## config.mk

```make
export PLATFORM = sky130hd
export DESIGN_NAME = muldiv_unit
export DESIGN_NICKNAME = d
export VERILOG_FILES = /design/src/rtl/muldiv_unit.sv
export SDC_FILE = /design/constraint.sdc
export NUM_CORES = 2
export LEC_CHECK = 0
export BUFFER_PORTS_ARGS = -buffer_cell sky130_fd_sc_hd__buf_2
export CAP_MARGIN = 20
export CELL_PAD_IN_SITES_DETAIL_PLACEMENT = 1
export CELL_PAD_IN_SITES_GLOBAL_PLACEMENT = 2
export CORE_MARGIN = 5
export CORE_UTILIZATION = 38
export DETAILED_ROUTE_END_ITERATION = 7
export GPL_TIMING_DRIVEN = 1
export PLACE_DENSITY = 0.9
export SLEW_MARGIN = 20
export SYNTH_ARGS = -nofsm -noshare
export SYNTH_HDL_FRONTEND = slang
export SYNTH_SLANG_ARGS = --single-unit
export TNS_END_PERCENT = 10
```

## constraint.sdc

```tcl
create_clock -name clk -period 9.24 [get_ports clk]
set_input_delay 0.462 -clock clk [delete_from_list [all_inputs] [get_ports clk]]
set_output_delay 0.462 -clock clk [all_outputs]
set_load 0.01 [all_outputs]
```

## src/rtl/muldiv_unit.sv

```systemverilog
// rtl/muldiv_unit.sv - multi-cycle MIPS multiply/divide unit owning HI/LO
module muldiv_unit #(
    parameter int MUL_LAT = 3
) (
    input  logic        clk,
    input  logic        rst_n,
    input  logic        start,
    input  logic [1:0]  op,
    input  logic [31:0] rs_val,
    input  logic [31:0] rt_val,
    input  logic        cancel,
    input  logic        hi_we,
    input  logic        lo_we,
    input  logic [31:0] wdata,
    output logic        busy,
    output logic        done,
    output logic [31:0] hi,
    output logic [31:0] lo
);

    typedef enum logic [1:0] {
        S_IDLE = 2'd0,
        S_MUL  = 2'd1,
        S_DIV  = 2'd2,
        S_FIX  = 2'd3
    } state_t;

    state_t      state, state_nxt;
    logic [4:0]  cnt;
    logic [31:0] a_reg;      // raw rs operand (multiplicand, or dividend for div-by-zero)
    logic [31:0] b_reg;      // raw multiplier, or divisor magnitude
    logic [31:0] quo;        // dividend magnitude shifting out, quotient shifting in
    logic [31:0] rem;        // partial remainder (always below the divisor)
    logic        uns_reg;
    logic        neg_q;
    logic        neg_r;

    logic        accept;
    logic        mul_commit;
    logic        div_commit;
    logic        cnt_zero;

    logic [63:0] mul_a, mul_b, product;
    logic [32:0] rem_shift;
    logic        rem_ge;
    logic [31:0] rem_sub;
    logic [31:0] q_fix, r_fix;
    logic        div_zero;

    assign busy     = (state != S_IDLE);
    assign cnt_zero = (cnt == 5'd0);

    // Product is formed from the latched operands; the counter only models latency.
    assign mul_a   = uns_reg ? {32'd0, a_reg} : {{32{a_reg[31]}}, a_reg};
    assign mul_b   = uns_reg ? {32'd0, b_reg} : {{32{b_reg[31]}}, b_reg};
    assign product = mul_a * mul_b;

    // One restoring step: shift in the next dividend bit and try the subtraction.
    // When the 33-bit compare succeeds the difference is below the divisor, so
    // a 32-bit subtract is exact.
    assign rem_shift = {rem, quo[31]};
    assign rem_ge    = (rem_shift >= {1'b0, b_reg});
    assign rem_sub   = rem_shift[31:0] - b_reg;

    // Sign fix-up and divide-by-zero override applied on the FIX cycle.
    assign q_fix    = neg_q ? (~quo + 32'd1) : quo;
    assign r_fix    = neg_r ? (~rem + 32'd1) : rem;
    assign div_zero = (b_reg == 32'd0);

    // State register.
    always_ff @(posedge clk or negedge rst_n) begin
        if (!rst_n) begin
            state <= S_IDLE;
        end else begin
            state <= state_nxt;
        end
    end

    // Next-state and commit decode; cancel outranks any commit in the same cycle.
    always_comb begin
        state_nxt  = state;
        accept     = 1'b0;
        mul_commit = 1'b0;
        div_commit = 1'b0;
        case (state)
            S_IDLE: begin
                if (start) begin
                    accept    = 1'b1;
                    state_nxt = op[1] ? S_DIV : S_MUL;
                end
            end
            S_MUL: begin
                if (cancel) begin
                    state_nxt = S_IDLE;
                end else if (cnt_zero) begin
                    mul_commit = 1'b1;
                    state_nxt  = S_IDLE;
                end
            end
            S_DIV: begin
                if (cancel) begin
                    state_nxt = S_IDLE;
                end else if (cnt_zero) begin
                    state_nxt = S_FIX;
                end
            end
            S_FIX: begin
                if (!cancel) begin
                    div_commit = 1'b1;
                end
                state_nxt = S_IDLE;
            end
            default: state_nxt = S_IDLE;
        endcase
    end

    // Operand latches, latency counter and divider iteration.
    always_ff @(posedge clk or negedge rst_n) begin
        if (!rst_n) begin
            cnt     <= 5'd0;
            a_reg   <= 32'd0;
            b_reg   <= 32'd0;
            quo     <= 32'd0;
            rem     <= 32'd0;
            uns_reg <= 1'b0;
            neg_q   <= 1'b0;
            neg_r   <= 1'b0;
        end else if (accept) begin
            a_reg   <= rs_val;
            uns_reg <= op[0];
            rem     <= 32'd0;
            if (op[1]) begin
                cnt   <= 5'd31;
                b_reg <= (op[0] || !rt_val[31]) ? rt_val : (~rt_val + 32'd1);
                quo   <= (op[0] || !rs_val[31]) ? rs_val : (~rs_val + 32'd1);
                neg_q <= !op[0] && (rs_val[31] ^ rt_val[31]);
                neg_r <= !op[0] && rs_val[31];
            end else begin
                cnt   <= 5'(MUL_LAT - 1);
                b_reg <= rt_val;
                quo   <= 32'd0;
                neg_q <= 1'b0;
                neg_r <= 1'b0;
            end
        end else if (state == S_MUL) begin
            if (!cnt_zero) begin
                cnt <= cnt - 5'd1;
            end
        end else if (state == S_DIV) begin
            rem <= rem_ge ? rem_sub : rem_shift[31:0];
            quo <= {quo[30:0], rem_ge};
            cnt <= cnt - 5'd1;
        end
    end

    // HI/LO: commits from the datapath, or MTHI/MTLO writes while idle.
    always_ff @(posedge clk or negedge rst_n) begin
        if (!rst_n) begin
            hi <= 32'd0;
            lo <= 32'd0;
        end else if (mul_commit) begin
            hi <= product[63:32];
            lo <= product[31:0];
        end else if (div_commit) begin
            hi <= div_zero ? a_reg : r_fix;
            lo <= div_zero ? 32'hFFFF_FFFF : q_fix;
        end else if (state == S_IDLE) begin
            if (hi_we) begin
                hi <= wdata;
            end
            if (lo_we) begin
                lo <= wdata;
            end
        end
    end

    // Completion pulse in the cycle after the commit edge.
    always_ff @(posedge clk or negedge rst_n) begin
        if (!rst_n) begin
            done <= 1'b0;
        end else begin
            done <= mul_commit || div_commit;
        end
    end

endmodule

```

==> impl_metrics.toml <==
[layout]
synthToLayoutAreaGrowth_pct = 9.777
fin_nets = 8746
finish.instance_area_sq_um = 67460
layout-drive-gt1-share_pct = 8.906

[place]
portBuffers = 169
gp_congestion = 0.9282
dp_hpwl_mm = 189.2
place_area_sq_um = 66370

[timing]
maxSlewViolCount = 0
rsz0062_at_grt = "true"
hold_violations = 0
max-slew-margin-rel_pct = 27.17
holdWs_ns = 0.1218
setup_viol = 0
max_freq_ghz = 0.1111
fin_crit_sh_pct = 97.38
finalSetupTns_ns = 0
fin_worst_skew_ns = 0.02351
worstMarginPinSlew_ns = 1.090
fin_crit_ns = 8.998

[setup_path]
crit_path_start = "uns_reg"
worst_ep_arrival_time_ns = 9.52
startpoint_type = "register"
crit_type = "register to register"
crit_fanout = 8
r2r_start = "uns_reg"
end_kind = "register"
r2r_cells = 26
critPathRequiredTime_ns = 9.76

[logic_synthesis]
yosysTopAreaCellShare_pct = 46.26
yosysWarnings = 0
yosys.area.top_type = "fa_1"
synth-edff-count = 0
synth_area_sq_um = 61450
netlist_instances = 6756
postSynthAreaPerCell_sq_um = 9.096
ys_ff_latch = 203
synth_nets = 8626
synthFlopType = "dfrtp_1"
async_flop_share_pct = 100.0
ys_types = 78
yosys-top-cells-area = "fa_1 (46%), inv_1 (9.6%), dfrtp_1 (8.3%)"
yosysSeqAreaShare_pct = 8.267

[global_routing]
grt_max_degree = 88
grt_pass1_vias = 55390
grt_pass1_wl_mm = 346.6
antenna_found_initial = 4
groute.usage.overall_pct = 26.87
grt.overflow.total = 0

[clocking]
cts-buffers-inserted = 26
clockRootBuffer = "clkbuf_16"
cts_tree = "built"
clk_pin_slew_worst_paths_ns = 0.08
cts.sinks = 203
clock_path_buffers = 3
htreeDepth = 1
worstSkewPairLatency_ns = 0.60

[floorplan]
die_h_microns = 412.1
dieArea_sq_um = 169900
rows = 147
start_util_pct = 38.23
io-pin-count = 170
chipWidth_microns = 412.1
coreArea_sq_um = 160800

[worst_hold_path]
hold_path_class = "input port to register"
hold_depth = 2
hp-start = "cancel"

[route]
drt_pass1_iterations = 6
postRouteAntennaNets = 0
wire_per_inst_microns = 24.76
drtIter0Drc = 3385
drc = 0
vias_per_cell = 5.319
routed_wl_mm = 224.2
vias = 48170

[job]
maxCapViolations = 0

[run_status]
status = "completed"
==> logic make-up after synthesis <==
family                     Yosys count  share of synthesized area, %
AOI/OAI and AO/OA                  802                         8.177
buffers and inverters             1941                         11.95
muxes                               27                        0.4439
adders and majority gates         1770                         53.37
xor gates and xnor gates           258                         3.677
DFF                                203                         8.267
and+or+nand+nor                   1755                         14.12
==> metrics by stage <==
step           instances  util (%)  worst slack [ns]
2_1_floorplan       6756         -           0.09058
3_3_place_gp        9006     41.29           0.02235
3_5_place_dp        9006     41.29           -0.2016
4_1_cts             9053     41.85           0.01717
5_1_grt             9054     41.96          -0.08455
6_report            9055     41.96            0.2425
==> synthesized netlist by cell type, drive strengths merged (6+ instances only) <==
master and count:
nand3 25, mux2i 25, a22oi 31, or3 24
a21o 50, nand3b 7, nor2 146, dfrtp 203
inv 1564, or4 16, clkbuf 357, o211ai 15
xor2 95, o21bai 19, nor4 27, and2 609
o41ai 13, a31oi 42, nor3 30, fa 1420
a31o 9, nand4 20, a311oi 12, buf 20
o221ai 20, o21a 7, a41oi 6, a2111oi 7
o31ai 33, a211oi 20, and3 11, a221oi 9
nor2b 18, nand2 784, o22ai 17, a32oi 10
ha 346, nand2b 18, o21ai 238, a21oi 211
xnor2 163
==> worst max-delay path: stages (launching register included) <==
cell      delay, ns
dfrtp_1        0.41
nor2b_4        0.24
buf_4          0.19
nand2_1        0.13
fa_2           0.69
inv_1          0.10
fa_1           0.46
fa_1           0.54
inv_1          0.07
fa_1           0.54
fa_1           0.53
fa_1           0.52
inv_1          0.06
fa_1           0.58
fa_1           0.47
fa_1           0.57
inv_1          0.09
fa_1           0.51
inv_1          0.05
ha_1           0.35
and2_1         0.23
and4_1         0.23
a221oi_1       0.28
o21ai_2        0.17
a221oi_4       0.40
mux2_2         0.37
o21ai_0        0.13
==> what timing repair did <==
action | in CTS | in global routing
hold buffers | 1 | 0
gates resized for setup | 7 | 64
setup endpoints to repair | 10 | 27
hold endpoints to repair | 85 | 0
setup buffers | 0 | 1
pin swaps | 0 | 6
==> layout by cell type (no fill, tap or decap), drive strengths merged, types with 50 or more instances in the layout <==
| cell type | n |
|---|---|
| a21o | 50 |
| buf | 468 |
| xnor2 | 163 |
| nand2 | 784 |
| ha | 346 |
| fa | 1420 |
| and2 | 609 |
| a21oi | 211 |
| inv | 1564 |
| o21ai | 238 |
| nor2 | 146 |
| xor2 | 95 |
| dfrtp | 203 |
==> layout make-up <==
| class | count | area, sq um |
|---|---|---|
| fillers | 18790 | 93290 |
| multi-input cells | 4612 | 49240 |
| well taps | 2160 | 2703 |
| flip-flops and latches | 203 | 5101 |
| clock inverters | 15 | 173.9 |
| diodes | 1 | 2.502 |
| inverters | 1564 | 5871 |
| repair buffers | 469 | 3672 |
| clock buffers | 31 | 699.4 |
==> final timing paths <==
check | end | slack [ns]
setup / recovery | hi[28] | 0.24
hold / removal | state[0] | 0.12
setup reg to reg | hi[28] | 0.24
hold reg to reg | lo[1] | 0.50
max in group asynchronous | b_reg[15] | 7.39
min in group asynchronous | quo[7] | 0.52
==> routing by layer <==
| layer | wire length, microns | part of all wire (%) | GRT usage, % |
|---|---|---|---|
| met2 | 105700 | 47 | 44.65 |
| met4 | 8769 | 3.9 | 8.297 |
| met5 | 27 | 0.012 | 0 |
| met3 | 14230 | 6.3 | 3.424 |
| met1 | 95540 | 43 | 36.78 |
Power is left out: the tool's default activity adds up to more than one toggle a clock period on the data nets, which glitch-free logic cannot reach.
